[config.mk]
export PLATFORM = sky130hd
export DESIGN_NAME = cla_sub_pipe
export DESIGN_NICKNAME = d
export VERILOG_FILES = /design/src/rtl/cla_sub_pipe.sv
export SDC_FILE = /design/constraint.sdc
export NUM_CORES = 1
export LEC_CHECK = 0
export ABC_AREA = 1
export BUFFER_PORTS_ARGS = -buffer_cell sky130_fd_sc_hd__buf_2
export CAP_MARGIN = 20
export CORE_ASPECT_RATIO = 2
export CORE_UTILIZATION = 57
export DETAILED_ROUTE_END_ITERATION = 8
export PLACE_DENSITY = 0.86
export SLEW_MARGIN = 15
export SYNTH_ARGS = -nofsm -noshare
export SYNTH_HDL_FRONTEND = slang
export SYNTH_SLANG_ARGS = --single-unit
[constraint.sdc]
create_clock -name clk -period 2 [get_ports clk]
set_clock_uncertainty 0.05 [all_clocks]
set_input_delay 0.2 -clock clk [delete_from_list [all_inputs] [get_ports clk]]
set_output_delay 0.2 -clock clk [all_outputs]
set_load 0.01 [all_outputs]
[src/rtl/cla_sub_pipe.sv]
// cla_sub_pipe: 16-bit subtractor built from four 4-bit carry-look-ahead
// slices, one slice per pipeline stage. Each stage computes one nibble
// of a + ~b + ~bin and hands its carry to the next stage. The operand
// bits still needed by later stages travel with their transaction.
// A single global stall freezes every stage while the output is
// valid but not accepted.
module cla_sub_pipe (
  input  logic        clk,
  input  logic        rst_n,
  input  logic [15:0] a,
  input  logic [15:0] b,
  input  logic        bin,
  input  logic        in_valid,
  output logic        in_ready,
  output logic [15:0] diff,
  output logic        bout,
  output logic        ovf,
  output logic        zero,
  output logic        out_valid,
  input  logic        out_ready
);

  // 4-bit carry-look-ahead slice; returns {carry_out, sum[3:0]}.
  function automatic logic [4:0] cla4(input logic [3:0] x, input logic [3:0] y,
                                      input logic c_in);
    logic [3:0] p;
    logic [3:0] g;
    logic [4:0] c;
    p    = x ^ y;
    g    = x & y;
    c[0] = c_in;
    c[1] = g[0] | (p[0] & c[0]);
    c[2] = g[1] | (p[1] & g[0]) | (p[1] & p[0] & c[0]);
    c[3] = g[2] | (p[2] & g[1]) | (p[2] & p[1] & g[0]) | (p[2] & p[1] & p[0] & c[0]);
    c[4] = g[3] | (p[3] & g[2]) | (p[3] & p[2] & g[1]) | (p[3] & p[2] & p[1] & g[0])
         | (p[3] & p[2] & p[1] & p[0] & c[0]);
    return {c[4], p ^ c[3:0]};
  endfunction

  // Stage 0: low nibble done, upper operand bits skewed forward.
  logic        v0_q;
  logic        c0_q;
  logic [3:0]  d0_q;
  logic [15:4] a0_q;
  logic [15:4] nb0_q;
  // Stage 1
  logic        v1_q;
  logic        c1_q;
  logic [7:0]  d1_q;
  logic [15:8] a1_q;
  logic [15:8] nb1_q;
  // Stage 2
  logic        v2_q;
  logic        c2_q;
  logic [11:0] d2_q;
  logic [15:12] a2_q;
  logic [15:12] nb2_q;
  // Stage 3: output registers
  logic        out_valid_q;
  logic [15:0] diff_q;
  logic        bout_q;
  logic        ovf_q;
  logic        zero_q;

  logic        stall_s;
  logic [4:0]  sum0_d;
  logic [4:0]  sum1_d;
  logic [4:0]  sum2_d;
  logic [4:0]  sum3_d;
  logic [15:0] diff_d;
  logic        bout_d;
  logic        ovf_d;
  logic        zero_d;

  assign stall_s  = out_valid_q & ~out_ready;
  assign in_ready = ~stall_s;

  assign out_valid = out_valid_q;
  assign diff      = diff_q;
  assign bout      = bout_q;
  assign ovf       = ovf_q;
  assign zero      = zero_q;

  // Per-stage slice arithmetic and the final flag derivation.
  always_comb begin
    sum0_d = cla4(a[3:0], ~b[3:0], ~bin);
    sum1_d = cla4(a0_q[7:4], nb0_q[7:4], c0_q);
    sum2_d = cla4(a1_q[11:8], nb1_q[11:8], c1_q);
    sum3_d = cla4(a2_q[15:12], nb2_q[15:12], c2_q);
    diff_d = {sum3_d[3:0], d2_q};
    bout_d = ~sum3_d[4];
    // nb2_q holds ~b, so b[15] of this transaction is ~nb2_q[15].
    ovf_d  = (a2_q[15] != ~nb2_q[15]) && (diff_d[15] != a2_q[15]);
    zero_d = (diff_d == 16'h0000);
  end

  // Pipeline advance: all stages move together unless the output stalls.
  always_ff @(posedge clk or negedge rst_n) begin
    if (!rst_n) begin
      v0_q        <= 1'b0;
      c0_q        <= 1'b0;
      d0_q        <= 4'h0;
      a0_q        <= 12'h000;
      nb0_q       <= 12'h000;
      v1_q        <= 1'b0;
      c1_q        <= 1'b0;
      d1_q        <= 8'h00;
      a1_q        <= 8'h00;
      nb1_q       <= 8'h00;
      v2_q        <= 1'b0;
      c2_q        <= 1'b0;
      d2_q        <= 12'h000;
      a2_q        <= 4'h0;
      nb2_q       <= 4'h0;
      out_valid_q <= 1'b0;
      diff_q      <= 16'h0000;
      bout_q      <= 1'b0;
      ovf_q       <= 1'b0;
      zero_q      <= 1'b0;
    end else if (!stall_s) begin
      v0_q        <= in_valid;
      c0_q        <= sum0_d[4];
      d0_q        <= sum0_d[3:0];
      a0_q        <= a[15:4];
      nb0_q       <= ~b[15:4];
      v1_q        <= v0_q;
      c1_q        <= sum1_d[4];
      d1_q        <= {sum1_d[3:0], d0_q};
      a1_q        <= a0_q[15:8];
      nb1_q       <= nb0_q[15:8];
      v2_q        <= v1_q;
      c2_q        <= sum2_d[4];
      d2_q        <= {sum2_d[3:0], d1_q};
      a2_q        <= a1_q[15:12];
      nb2_q       <= nb1_q[15:12];
      out_valid_q <= v2_q;
      diff_q      <= diff_d;
      bout_q      <= bout_d;
      ovf_q       <= ovf_d;
      zero_q      <= zero_d;
    end
  end

endmodule

==> metrics.csv <==
stage;metric;value;unit
clock_tree;clk_pin_slew;0.07;ns
global_route;globalRouteTotalUtil;24.4;%
clock_tree;numCtsBuffers;9;
detailed_routing;drcViolationCount;0;
yosys;ys_seq_area_share;55.1;%
timing;slew_headroom;71.5;%
timing;finalSetupViolCount;0;
yosys;synth_area_leader_cell;dfrtp_1;
timing;slew_viol_final;0;
critical_path;startpoint_type;flip-flop;
power_and_ir_drop;power;7.96;mW
yosys;synth_area_leaders;dfrtp_1 (55%), nand2_1 (18%), o21ai_0 (5.2%);
critical_path;path_class;flip-flop to primary output;
critical_path;worstPathCellList;nand2_4, buf_12, buf_2;
floorplanning;die_h;127;µm
layout;fin_cells;676;
timing;min_period;1.72;ns
yosys;synth_cell_types;25;
detailed_routing;routedWlPerCell;13.4;µm
layout;layout-drive-gt1-share;14.3;%
critical_path;crit_buf_inv;2;
layout;antennaDiodeCount;0;
timing;tightest_slew;0.427;ns
clock_tree;cts_max_level;3;
critical_path;regToRegSetupSlack;0.30;ns
detailed_routing;post_drt_via_cell_ratio;5.32;
yosys;synth_warnings;0;
min_path;hp-class;input port to flip-flop;
floorplanning;die_x;64.5;µm
floorplanning;die_area;0.00819;mm²
critical_path;r2r_cells;8;
detailed_routing;ant_nets;0;
yosys;synthCells;511;
detailed_routing;via_count;3598;
timing;fin_crit_sh;85.8;%
yosys;syn_avg_cell_area;8.71;µm²
power_and_ir_drop;peakVddDrop;0.849;mV
clock_tree;cts-root-buf;clkbuf_16;
clock_tree;clk_latency;0.34;ns
critical_path;cp-startpoint;out_valid$_DFFE_PN0N_;
clock_tree;cts_tree;yes;
outcome;outcome;completed;
flow_run;cap_violations;0;
critical_path;worstPathRequired;1.75;ns
detailed_routing;drt_pass1_iterations;4;
critical_path;crit_slowest_cell;dfrtp_1;
power_and_ir_drop;p_per_area;1530;mW/mm²
layout;fin_nets;634;
timing;finalHoldViolations;0;
detailed_routing;routed_wirelength;9070;µm
timing;fin_tns_setup;0;ns
yosys;syn_nets;568;
floorplanning;io_pins;58;
critical_path;max_stage_delay;0.42;ns
place;dp_hpwl;6170;µm
place;placed_cells;647;
global_route;grt_pass1_wl;15300;µm
layout;syn_to_final_growth;17.1;%
timing;holdWs;0.0116;ns
place;place_worst_setup_slack;0.341;ns
clock_tree;clockBufferDepth;2;
critical_path;path_depth;3;
clock_tree;clock_sinks;98;
global_route;grt_pass1_vias;3481;
power_and_ir_drop;p_leak;2.75;nW
place;portBuffers;57;
critical_path;worstSetupEndpoint;in_ready;
critical_path;path_delay_family;buffers and inverters;
critical_path;worstSetupEndpointType;primary output;
global_route;antenna_found_initial;0;
critical_path;cp.arrival;1.47;ns
critical_path;r2r-start;c2_q$_DFFE_PN0N_;
yosys;netlist_area;0.00445;mm²
floorplanning;core_area;0.00760;mm²
timing;max_freq;583;MHz
layout;final_common_cell;nand2_1;
critical_path;worstReg2RegEnd;zero$_DFFE_PN0N_;
clock_tree;cts_setup_buffers;0;
clock_tree;post_cts_resized;0;
floorplanning;placement_rows;45;
clock_tree;postCtsHoldBufs;13;
timing;rsz0062_at_grt;false;
timing;finalWorstSetupSlack;0.284;ns
layout;layout_common_cells;nand2_1 (213), dfrtp_1 (98), buf_2 (56), o21ai_0 (46), inv_1 (38);
yosys;yosys.area.top_type_share;55.1;%
place;place_congestion;0.816;
detailed_routing;detail_route.iter0.violations;358;
critical_path;path_max_fanout;66;
global_route;grt_overflow_total;0;
yosys;synth-seq-cells;98;
floorplanning;start_util;58.6;%
global_route;grt_max_degree;67;
-- state kept, by name, indices dropped and copies added (netlist names), 4 cells and up --
name	flops
d1_q	8
a2_q	4
d0_q	4
diff	16
d2_q	12
nb2_q	4
a1_q	8
nb0_q	12
a0_q	12
nb1_q	8
-- area by class of cell --
| cell class | count | area (µm²) |
|---|---|---|
| repair buffers | 75 | 493 |
| inverters | 40 | 150 |
| multi-input cells | 353 | 1720 |
| fillers | 594 | 2390 |
| well taps | 94 | 118 |
| clock inverters | 5 | 37.5 |
| clock buffers | 11 | 243 |
| flip-flops and latches | 98 | 2450 |
-- per-layer routing --
metal,part of all wire [%],up-vias,GRT usage (%),wire length (µm)
li1,-,1755,-,-
met1,38,1711,27.7,3480
met2,54,103,42.4,4890
met3,3.3,29,4.11,295
met4,4.4,0,14.1,400
met5,0,-,0,0
-- synthesized netlist by cell type (all sizes together) --
| cell | count |
|---|---|
| nand2 | 216 |
| dfrtp | 98 |
| o21ai | 51 |
| inv | 40 |
| nand3 | 23 |
| ha | 16 |
| buf | 13 |
| a21oi | 12 |
| nor2 | 11 |
| nand4 | 9 |
| clkbuf | 7 |
| nand3b | 5 |
| fa | 4 |
| xnor2 | 2 |
| nor3b | 1 |
| o22ai | 1 |
| or2 | 1 |
| xor2 | 1 |
-- power breakdown --
part           internal (mW)  total (mW)  switching (mW)
combinational           1.15        3.01            1.87
clock                  0.883        1.61           0.723
sequential              2.83        3.34           0.506
-- worst min path at each step --
stage | startpoint | end | slack, ns | cells past startpoint
4_1_cts | a[4] | a0_q[4]$_DFFE_PN0N_ | 0.002 | 3
5_1_grt | b[5] | nb0_q[5]$_DFFE_PN0N_ | 0.02 | 2
3_5_place_dp | rst_n | d2_q[4]$_DFFE_PN0N_ | 0.10 | 1
3_3_place_gp | rst_n | diff[5]$_DFFE_PN0N_ | 0.09 | 1
2_1_floorplan | rst_n | a0_q[10]$_DFFE_PN0N_ | -0.15 | 0
6_report | a[14] | a0_q[14]$_DFFE_PN0N_ | 0.01 | 3
-- per-stage QoR --
step / area, µm² / utilization, %
after global routing: 5210 / 68.6
after floorplan: 4450 / -
after global placement: 4800 / 63.2
final: 5210 / 68.6
after CTS: 5210 / 68.6
after detailed placement: 4800 / 63.2
-- kinds of logic after synthesis --
kind of cell | after synthesis | synth area share (%)
AOI/OAI and AO/OA | 64 | 7.31
xor gates and xnor gates | 3 | 0.590
adders and majority gates | 20 | 6.29
buffers and inverters | 60 | 6.32
DFF | 98 | 55.1
and+or+nand+nor | 266 | 24.4
-- worst reg2reg max path: cells and delay by family, from the launching register on --
kind                     cells  cell delay, ns
buffers and inverters        2            0.12
adder cells (fa/ha/maj)      1            0.54
flip-flops                   1            0.40
AND/OR/NAND/NOR              4            0.36
AO/OA/AOI/OAI                1            0.17
(Power assumes the default switching activity.)
